File: src/rtl/tmds_pkg.sv
// ---------------------------------------------------------------------------
// tmds_pkg
// Shared definitions for the TMDS channel decoder:
//   - the four DVI control-token code words (bit 9 is the MSB)
//   - tok_lookup(): maps a 10-bit word to {hit, ctrl}
//   - tmds_state_t: alignment FSM states
//   - SLIP_LAST: highest word offset the aligner can select
// ---------------------------------------------------------------------------
package tmds_pkg;

   localparam logic [9:0] TOK_C00 = 10'h354;
   localparam logic [9:0] TOK_C01 = 10'h0AB;
   localparam logic [9:0] TOK_C10 = 10'h154;
   localparam logic [9:0] TOK_C11 = 10'h2AB;

   localparam logic [3:0] SLIP_LAST = 4'd9;

   typedef enum logic [1:0] {
      ST_HUNT   = 2'd0,
      ST_SLIP   = 2'd1,
      ST_LOCKED = 2'd2
   } tmds_state_t;

   typedef struct packed {
      logic       hit;
      logic [1:0] ctrl;
   } tok_info_t;

   function automatic tok_info_t tok_lookup(input logic [9:0] q);
      tok_info_t t;
      t.hit  = 1'b1;
      t.ctrl = 2'b00;
      case (q)
         TOK_C00: t.ctrl = 2'b00;
         TOK_C01: t.ctrl = 2'b01;
         TOK_C10: t.ctrl = 2'b10;
         TOK_C11: t.ctrl = 2'b11;
         default: t.hit  = 1'b0;
      endcase
      return t;
   endfunction

endpackage

File: src/rtl/tmds_word_align.sv
// ---------------------------------------------------------------------------
// tmds_word_align
// Holds the previous deserialized word and the current word offset, and
// selects the 10-bit window starting at bit slip_pos of {sym_in, previous}.
// Ports:
//   clk_pix  - pixel clock
//   rst      - synchronous active-high reset (offset and history cleared)
//   sym_in   - raw 10-bit word, bit 0 received first
//   slip     - advance the offset by one bit (wraps 9 -> 0)
//   win      - selected 10-bit window (combinational from sym_in/history)
//   slip_pos - current offset 0..9
// ---------------------------------------------------------------------------
module tmds_word_align
   import tmds_pkg::*;
(
   input  logic       clk_pix,
   input  logic       rst,
   input  logic [9:0] sym_in,
   input  logic       slip,
   output logic [9:0] win,
   output logic [3:0] slip_pos
);

   logic [9:0]  r_prev;
   logic [3:0]  r_slip_pos;
   // sym_in[9] is never inside a window with offset <= 9, so it is left out here
   logic [18:0] w_cat;
   logic [9:0]  w_cand [10];

   assign w_cat = {sym_in[8:0], r_prev};

   generate
      for (genvar gi = 0; gi < 10; gi++) begin : g_cand
         assign w_cand[gi] = w_cat[gi +: 10];
      end
   endgenerate

   always_comb begin
      win = w_cand[0];
      for (int k = 1; k < 10; k++) begin
         if (r_slip_pos == 4'(k)) win = w_cand[k];
      end
   end

   always_ff @(posedge clk_pix) begin
      if (rst) begin
         r_prev     <= '0;
         r_slip_pos <= '0;
      end else begin
         r_prev <= sym_in;
         if (slip) r_slip_pos <= (r_slip_pos == SLIP_LAST) ? 4'd0 : r_slip_pos + 4'd1;
      end
   end

   assign slip_pos = r_slip_pos;

endmodule

File: src/rtl/tmds_channel_decoder.sv
// ---------------------------------------------------------------------------
// tmds_channel_decoder
// Word-aligns one TMDS channel by hunting for runs of control tokens, then
// decodes video bytes and control values. Latency sym_in -> outputs is two
// cycles: the aligner's history register, then the decode register.
// Parameters:
//   LOCK_TOKENS - consecutive aligned control tokens needed to lock
//   TIMEOUT     - cycles without success before slipping / unlocking
// Ports:
//   clk_pix, rst      - pixel clock, synchronous active-high reset
//   sym_in[9:0]       - raw deserialized word
//   data[7:0]         - decoded video byte (0 unless de)
//   ctrl[1:0]         - last decoded control value {C1,C0}
//   de                - data holds valid video
//   locked            - alignment achieved
//   slip_pos[3:0]     - current word offset
//   err               - one-cycle pulse on each lock loss (not on reset)
//   err_cnt[15:0]     - saturating lock-loss count, only when the
//                       TMDS_DEC_ERRCNT_EN macro is defined
// ---------------------------------------------------------------------------
module tmds_channel_decoder
   import tmds_pkg::*;
#(
   parameter int LOCK_TOKENS = 8,
   parameter int TIMEOUT     = 2048
) (
   input  logic        clk_pix,
   input  logic        rst,
   input  logic [9:0]  sym_in,
   output logic [7:0]  data,
   output logic [1:0]  ctrl,
   output logic        de,
   output logic        locked,
   output logic [3:0]  slip_pos,
   output logic        err
`ifdef TMDS_DEC_ERRCNT_EN
   ,
   output logic [15:0] err_cnt
`endif
);

   localparam int RUN_W = $clog2(LOCK_TOKENS + 1);
   localparam int TIM_W = $clog2(TIMEOUT + 1);
   localparam logic [RUN_W-1:0] RUN_MAX  = RUN_W'(LOCK_TOKENS);
   localparam logic [TIM_W-1:0] TIM_MAX  = TIM_W'(TIMEOUT);
   localparam logic [TIM_W-1:0] TIM_LAST = TIM_W'(TIMEOUT - 1);

   tmds_state_t      r_state, w_state_next;
   logic [RUN_W-1:0] r_run, w_run_next, w_run_inc;
   logic [TIM_W-1:0] r_timer, w_timer_next, w_timer_inc;
   logic             w_slip, w_err_next;
   logic [9:0]       w_win;
   tok_info_t        w_tok;
   logic [7:0]       w_d, w_dec;
   logic [7:0]       r_data;
   logic [1:0]       r_ctrl;
   logic             r_de, r_locked, r_err;

   tmds_word_align u_align (
      .clk_pix  (clk_pix),
      .rst      (rst),
      .sym_in   (sym_in),
      .slip     (w_slip),
      .win      (w_win),
      .slip_pos (slip_pos)
   );

   assign w_tok = tok_lookup(w_win);

   // Undo the optional inversion, then the XOR/XNOR transition chain
   assign w_d      = w_win[9] ? ~w_win[7:0] : w_win[7:0];
   assign w_dec[0] = w_d[0];
   generate
      for (genvar gi = 1; gi < 8; gi++) begin : g_dec
         assign w_dec[gi] = w_win[8] ? (w_d[gi] ^ w_d[gi-1]) : ~(w_d[gi] ^ w_d[gi-1]);
      end
   endgenerate

   assign w_run_inc   = (r_run == RUN_MAX) ? r_run : r_run + RUN_W'(1);
   assign w_timer_inc = (r_timer == TIM_MAX) ? r_timer : r_timer + TIM_W'(1);

   always_comb begin
      w_state_next = r_state;
      w_run_next   = r_run;
      w_timer_next = r_timer;
      w_slip       = 1'b0;
      w_err_next   = 1'b0;
      case (r_state)
         ST_HUNT: begin
            w_run_next = w_tok.hit ? w_run_inc : '0;
            if (w_tok.hit && (w_run_inc == RUN_MAX)) begin
               w_state_next = ST_LOCKED;
               w_run_next   = '0;
               w_timer_next = '0;
            end else if (r_timer == TIM_LAST) begin
               w_state_next = ST_SLIP;
            end else begin
               w_timer_next = w_timer_inc;
            end
         end
         ST_SLIP: begin
            w_slip       = 1'b1;
            w_state_next = ST_HUNT;
            w_run_next   = '0;
            w_timer_next = '0;
         end
         ST_LOCKED: begin
            // Timer measures the gap since the last aligned token
            if (w_tok.hit) begin
               w_timer_next = '0;
            end else if (r_timer == TIM_LAST) begin
               w_state_next = ST_HUNT;
               w_err_next   = 1'b1;
               w_timer_next = '0;
               w_run_next   = '0;
            end else begin
               w_timer_next = w_timer_inc;
            end
         end
         default: begin
            w_state_next = ST_HUNT;
            w_run_next   = '0;
            w_timer_next = '0;
         end
      endcase
   end

   // Outputs are gated by the state being entered so they always agree with locked
   always_ff @(posedge clk_pix) begin
      if (rst) begin
         r_state  <= ST_HUNT;
         r_run    <= '0;
         r_timer  <= '0;
         r_data   <= '0;
         r_ctrl   <= '0;
         r_de     <= 1'b0;
         r_locked <= 1'b0;
         r_err    <= 1'b0;
      end else begin
         r_state  <= w_state_next;
         r_run    <= w_run_next;
         r_timer  <= w_timer_next;
         r_locked <= (w_state_next == ST_LOCKED);
         r_err    <= w_err_next;
         if (w_state_next == ST_LOCKED) begin
            if (w_tok.hit) begin
               r_data <= '0;
               r_de   <= 1'b0;
               r_ctrl <= w_tok.ctrl;
            end else begin
               r_data <= w_dec;
               r_de   <= 1'b1;
            end
         end else begin
            r_data <= '0;
            r_de   <= 1'b0;
            r_ctrl <= '0;
         end
      end
   end

`ifdef TMDS_DEC_ERRCNT_EN
   logic [15:0] r_err_cnt;
   always_ff @(posedge clk_pix) begin
      if (rst) begin
         r_err_cnt <= '0;
      end else if (w_err_next && (r_err_cnt != 16'hFFFF)) begin
         r_err_cnt <= r_err_cnt + 16'd1;
      end
   end
   assign err_cnt = r_err_cnt;
`endif

   assign data   = r_data;
   assign ctrl   = r_ctrl;
   assign de     = r_de;
   assign locked = r_locked;
   assign err    = r_err;

endmodule

File: config.mk
export PLATFORM = sky130hd
export DESIGN_NAME = tmds_channel_decoder
export DESIGN_NICKNAME = d
export VERILOG_FILES = /design/src/rtl/tmds_pkg.sv /design/src/rtl/tmds_word_align.sv /design/src/rtl/tmds_channel_decoder.sv
export SDC_FILE = /design/constraint.sdc
export NUM_CORES = 1
export LEC_CHECK = 0
export ABC_AREA = 1
export CAP_MARGIN = 30
export CORE_AREA = 2 2 84 86
export CTS_CLUSTER_SIZE = 25
export DETAILED_ROUTE_END_ITERATION = 7
export DIE_AREA = 0 0 86 88
export PLACE_DENSITY = 0.83
export SLEW_MARGIN = 40
export SYNTH_ARGS = -nofsm -noshare
export SYNTH_HDL_FRONTEND = slang
export SYNTH_SLANG_ARGS = --single-unit
File: constraint.sdc
create_clock -name clk_pix -period 2.8 [get_ports clk_pix]
set_clock_uncertainty 0.1 [all_clocks]
set_input_delay 0.56 -clock clk_pix [delete_from_list [all_inputs] [get_ports clk_pix]]
set_output_delay 0.56 -clock clk_pix [all_outputs]
set_load 0.05 [all_outputs]
; After elaboration in Yosys (flattened, before gate mapping)
; Cells that the tools add are included.
[totals]
ff_bits = 45
word_cells = 100
output_inout_bits = 17
inputBits = 12
[classes]
reduce_logical = 7
n_bitwise = 17
n_eq_ne = 23
muxes = 40
n_addsub = 3
[op_table]
columns = cell, n
row1 = 10-bit two-way mux, 9
row2 = 12-bit two-way mux, 5
row3 = 4-bit two-way mux, 6
row4 = 12-bit one-hot mux with 2 select lines, 1
row5 = "10-bit equality test, second input constant", 2
row6 = "4-bit by 3-bit equality test with 1-bit output, second input constant", 4
row7 = "4-bit equality test, second input constant", 4
row8 = "12-bit by 1-bit adder with 12-bit output, second input constant", 1
row9 = "12-bit by 11-bit equality test with 1-bit output, second input constant", 1
row10 = "12-bit equality test, second input constant", 1
row11 = 1-bit two-way mux, 11
row12 = "10-bit by 8-bit equality test with 1-bit output, second input constant", 1
row13 = "10-bit by 9-bit equality test with 1-bit output, second input constant", 1
row14 = 1-bit inverter, 9
row15 = "4-bit by 1-bit adder with 4-bit output, second input constant", 2
row16 = "4-bit by 2-bit equality test with 1-bit output, second input constant", 2
row17 = 2-bit two-way mux, 4
row18 = 8-bit two-way mux, 1
row19 = 8-bit inverter, 1
row20 = 4-bit one-hot mux with 2 select lines, 1
row21 = 1-bit bitwise XOR, 7
row22 = 2-bit one-hot mux with 3 select lines, 1
row23 = 3-bit OR reduction, 2
row24 = "2-bit equality test, second input constant", 2
row25 = other kinds (10), 11

; Logic depth before layout (Yosys ltp)
[logic_depth]
depth_word = 19
depth_mapped = 26
mapped_depth_nobuf = 24

; Modules after synthesis
; From an unflattened synthesis, not the netlist that was laid out.
[unflattened]
cells_unflattened = 567
area_unflattened_um2 = 3470.8
[modules_own_cells]
columns = module, area_per_inst_um2, n_inst, cells_per_inst
row1 = tmds_channel_decoder, 1856.8, 1, 262
row2 = tmds_word_align, 1614.0, 1, 305

; Worst setup path before layout
; No wires, ideal clock.
[synth_path]
kind = register to register
from = register u_align.r_slip_pos[1], in the netlist u_align.slip_pos[1]
to = register r_timer[10]
path_stages_with_launch = 23
arrival_time_ps = 3002
path_buffers = 2
setup_time_ps = 114
setup_slack_ps = -416
t_required_ps = 2586
cell_sequence = dfxtp_1 buf_4 nand2_1 inv_2 nand2_1 clkbuf_1 o21ai_0 o22ai_1 nand2_1 a21oi_1 o221ai_1 o211ai_1 a21oi_1 ha_1 nand4_1 inv_1 nand3_2 nand2_4 nand2_4 nand2_1 nand2_1 nand3b_1 nand2_1
[synth_between]
elab_chain_len = 16
elab_cells_between_ends = 29
[synth_lines]
columns = element, line
row1 = start: declaration, tmds_word_align.sv:25  ; logic [3:0] r_slip_pos;
row2 = start signal: assignment, tmds_word_align.sv:51  ; if (slip) r_slip_pos <= (r_slip_pos == SLIP_LAST) ? 4'd0 : r_slip_pos + 4'd1;
row3 = 4-bit by 1-bit equality test with 1-bit output, tmds_word_align.sv:41  ; if (r_slip_pos == 4'(k)) win = w_cand[k];
row4 = 10-bit two-way mux (8 in series), tmds_word_align.sv:41
row5 = 10-bit two-way mux *, tmds_word_align.sv:41
row6 = 10-bit equality test (tied with other cells), tmds_pkg.sv:33  ; case (q)
row7 = 4-bit OR reduction (no source line) *, -
row8 = 1-bit two-way mux *, tmds_pkg.sv:33
row9 = 1-bit logical AND, tmds_channel_decoder.sv:91  ; if (w_tok.hit && (w_run_inc == RUN_MAX)) begin
row10 = 12-bit two-way mux, tmds_channel_decoder.sv:91
row11 = 12-bit one-hot mux with 2 select lines, tmds_channel_decoder.sv:88  ; case (r_state)
row12 = end signal: assignment, tmds_channel_decoder.sv:142  ; r_timer <= w_timer_next;
row13 = end: declaration, tmds_channel_decoder.sv:50  ; logic [TIM_W-1:0] r_timer, w_timer_next, w_timer_inc;
; Every way passes the cells marked *; elsewhere a longest branch is shown, timed or not.
; A chain may end at the register's enable or synchronous reset.

; Worst setup path in the final report
[layout_path]
from = register u_align.r_slip_pos[3], in the netlist u_align.slip_pos[3]
to = register r_data[6], in the netlist data[6]
[layout_between]
elab_chain_len = 19
elab_cells_between_ends = 36
[layout_lines]
columns = element, line
row1 = 4-bit by 1-bit equality test with 1-bit output, tmds_word_align.sv:41
row2 = 10-bit two-way mux (8 in series), tmds_word_align.sv:41
row3 = 10-bit two-way mux *, tmds_word_align.sv:41
row4 = 10-bit equality test (tied with other cells), tmds_pkg.sv:33
row5 = 4-bit OR reduction (no source line), -
row6 = 1-bit two-way mux, tmds_pkg.sv:33
row7 = 1-bit logical AND, tmds_channel_decoder.sv:91
row8 = 2-bit two-way mux, tmds_channel_decoder.sv:91
row9 = 2-bit one-hot mux with 2 select lines, tmds_channel_decoder.sv:88
row10 = 2-bit equality test, tmds_channel_decoder.sv:145  ; if (w_state_next == ST_LOCKED) begin
row11 = 1-bit inverter (no source line), -
row12 = 3-bit OR reduction (no source line), -
row13 = end signal: assignment, tmds_channel_decoder.sv:151  ; r_data <= w_dec;
row14 = end: declaration, tmds_channel_decoder.sv:55  ; logic [7:0] r_data;
; Marks and branches as above.

==> impl_results.md <==
- Status: finished, violations left
- Failing checks: negative setup slack
- HP Start: r_timer[1]
- Reg2Reg Depth: 21
- Drt first pass iters: 5
- Int Pwr: around 920 uW
- Post-synthesis cell count: around 570
- CTS Hold Bufs: 0
- Post-synthesis sequential area ratio: 0.263
- Reg-to-reg slack, setup: -290 ps
- Pwr/cell area: about 270 nW/um^2
- Post-route setup TNS: -6520 ps
- Top FF cell, synth: dfxtp_1
- Worst-path fanout max: 8
- Die Wd: 86 um
- Hold WS: between 400 and 500 ps
- CTS root buffer: clkbuf_8
- Synth area leader: dfxtp_1
- Worst Max-Slew Pin Slew: 825 ps
- EDFF count, synth: 0
- CTS tree: built
- Distinct cells, synth: 36
- Clock group share of total power: 0.329
- Hold WC Path Type: reg2reg
- Arr. time, crit path: 3250 ps
- Worst setup path class: reg2reg
- Routability cong.: 0.954
- HPWL after detailed placement: 7390 um
- Grt total ovfl: 0
- Number of global-route vias before repair: between 3000 and 4000
- RSZ-0062 raised after global routing: yes
- Hold depth: 2
- Fin crit share: 1.10
- Slew HR: 0.446
- Worst path slowest cell: dfxtp_4
- Worst R2R Start: u_align.slip_pos[3]
- Hold Path Sink: r_timer[1]
- Syn_area_per_cell: 6.06 sq um
- Die footprint: 7570 sq um
- Vias: ~4300
- Final ANT Viol Nets: 0
- Max-cap violations: 0
- Layout Nets: 687
- Gr usage total: 0.284
- Most frequent cell after synthesis: nand2_1
- Max Slew Vio Count: 0
- Starting Density: 0.516
- Post-synth ARST share: 0
- Initial DRC count: 371
- Vias per cell: 5.77
- Post-Layout Cell Count: 744
- Clk buf depth: 2
- Syn Nets: 589
- Crit-path cells: nor2_4 > nand2_4 > buf_4 > nand2_2 > o21ai_2 > nor2_1 > o22ai_1 > nand2_1 > a21oi_2 > o221ai_2 > o211ai_1 > a21oi_1 > ha_2 > nand4_1 > inv_2 > nand3_4 > nand3_2 > nand2_1 > nand2_4 > nand3_4 > nor2_2
- DRT Wirelength: about 12000 um
- Core box area: ~6600 sq um
- Worst Slack Setup Final: -292 ps
- Worst EP required: 2950 ps
- IO Pins: 29
- Synth top area cells: dfxtp_1 (26%), nand2_1 (15%), inv_1 (9.8%), nand3_1 (8.2%), a21oi_1 (6.3%)
- Sw Ratio: 0.295
- Insertion delay to the later sink of the worst-skew pair: 310 ps
- Layout cells sized above 1: 0.255
- Routed length per instance: 15.6 um
- Final Hold Viols: 0
- Seq pwr share: 0.507
- Chip height: 88 um
- Reg clk slew, reported paths: roughly 100 ps
- Worst flop-to-flop path endpoint: data[6]
- Switching power: 383 uW
- Area Growth Syn to Fin: 38.1%
- DP Worst Slack: -323 ps
- Largest net degree at the start of global routing: 20
- Cts bufs inserted: 5
- YS warnings: 0
- Comb power frac: 0.164
- Period minus WS final: between 3000 and 4000 ps
- First-pass GRT wire length: 17500 um
- Critical path startpoint category: register
- Peak VDD IR: ~0.00027 V
- DR DRC count: 0
- Initial antenna violation count: 0
- Fmax: between 300 and 400 MHz
- Placed Instances: approximately 700
- Worst Setup End Kind: register
- Leak pwr: ~2.2 nW
- Synth top area share: 0.263
- Cell row count: 30
- Yosys reg bits: 45
- # setup viols final: 31
- Post-synth top cells: nand2_1 (138), inv_1 (89), nand3_1 (56)
- # H-tree levels: 2
- Syn Std Cell Area: about 3400 sq um
- Clk sinks: 45
- Antenna cell count: 0
- Worst stage delay on the critical path: ~370 ps
- IO Port Bufs: 28
[per-stage QoR]
step	util	total power [mW]	cell area, sq um
2_1_floorplan	-	0.779	3500
3_3_place_gp	0.633	0.857	4200
3_5_place_dp	0.633	0.863	4200
4_1_cts	0.685	1.28	4550
5_1_grt	0.712	1.35	4730
6_report	0.712	1.30	4730
[worst max path at each step]
stage | from | endpoint | slack (ps) | cells after the start
6_report | u_align.slip_pos[3] | data[6] | -290 | 21
5_1_grt | u_align.slip_pos[3] | r_timer[1] | -480 | 23
4_1_cts | u_align.slip_pos[2] | data[4] | -130 | 22
3_5_place_dp | sym_in[0] | r_timer[2] | -320 | 20
3_3_place_gp | sym_in[0] | data[0] | -190 | 17
2_1_floorplan | u_align.slip_pos[0] | r_timer[4] | -6 | 24
[layer usage]
layer | part of all wire | track usage | vias to the layer above
met4 | 0.049 | 0.121 | 0
li1 | - | - | 1993
met1 | 0.38 | 0.327 | 1966
met2 | 0.50 | 0.517 | 265
met5 | 0 | 0 | -
met3 | 0.074 | 0.0490 | 68
[cells by family (layout without fill, tap and decap cells)]
kind of cell,after synthesis,after routing,share of synthesized area
buffers and inverters,118,215,0.134
adders and majority gates,12,12,0.0438
xor gates and xnor gates,11,11,0.0281
AOI/OAI and AO/OA,98,98,0.155
DFF,45,45,0.263
and+or+nand+nor,281,283,0.375
[cells in the final DEF (no fill, tap or decap), drive strengths merged, types with 2 or more instances in the layout]
master         instances
nor3                   7
nor4                   4
nand3                 62
ha                    12
nand4                  3
o21ai                 40
clkbuf                 6
clkinv                 3
buf                   77
o211ai                10
xnor2                  2
dfxtp                 45
nand3b                 3
xor2                   9
clkdlybuf4s50         28
inv                  100
nor2                  57
nand2                145
a21oi                 43
[flip-flops by register name (all words and copies together), names as in the netlist]
register and flops:
u_align.r_prev 10, u_align.slip_pos 4, err 1, r_state 2, locked 1, r_run 4
de 1, data 8, ctrl 2, r_timer 12
[power by group through the flow]
stage | combinational [mW] | sequential (mW) | clock (mW)
after floorplan | 0.109 | 0.670 | 0
after global placement | 0.184 | 0.673 | 0
after detailed placement | 0.190 | 0.673 | 0
after CTS | 0.197 | 0.658 | 0.427
after global routing | 0.239 | 0.660 | 0.455
final | 0.214 | 0.659 | 0.427
[critical path, delay by kind of cell (launching register included)]
family                     cells  cell delay, ps
AOI/OAI and AO/OA              6             690
and+or+nand+nor               12            1480
DFF                            1             370
adders and majority gates      1             190
buffers and inverters          2             240
[layout make-up]
cell class | count | area (sq um)
timing repair buffer | 106 | 887
inverter | 101 | 392
clock buffer | 5 | 68.8
fill | 491 | 1910
tap | 80 | 100
multi-input combinational | 404 | 2350
sequential | 45 | 916
clock inverter | 3 | 20.0
[what timing repair did]
action	CTS	global route
setup endpoints to repair	31	31
gates cloned	2	0
buffers inserted	12	9
pin swaps	17	16
resized for setup	37	29
Power figures use the tool's default switching activity.
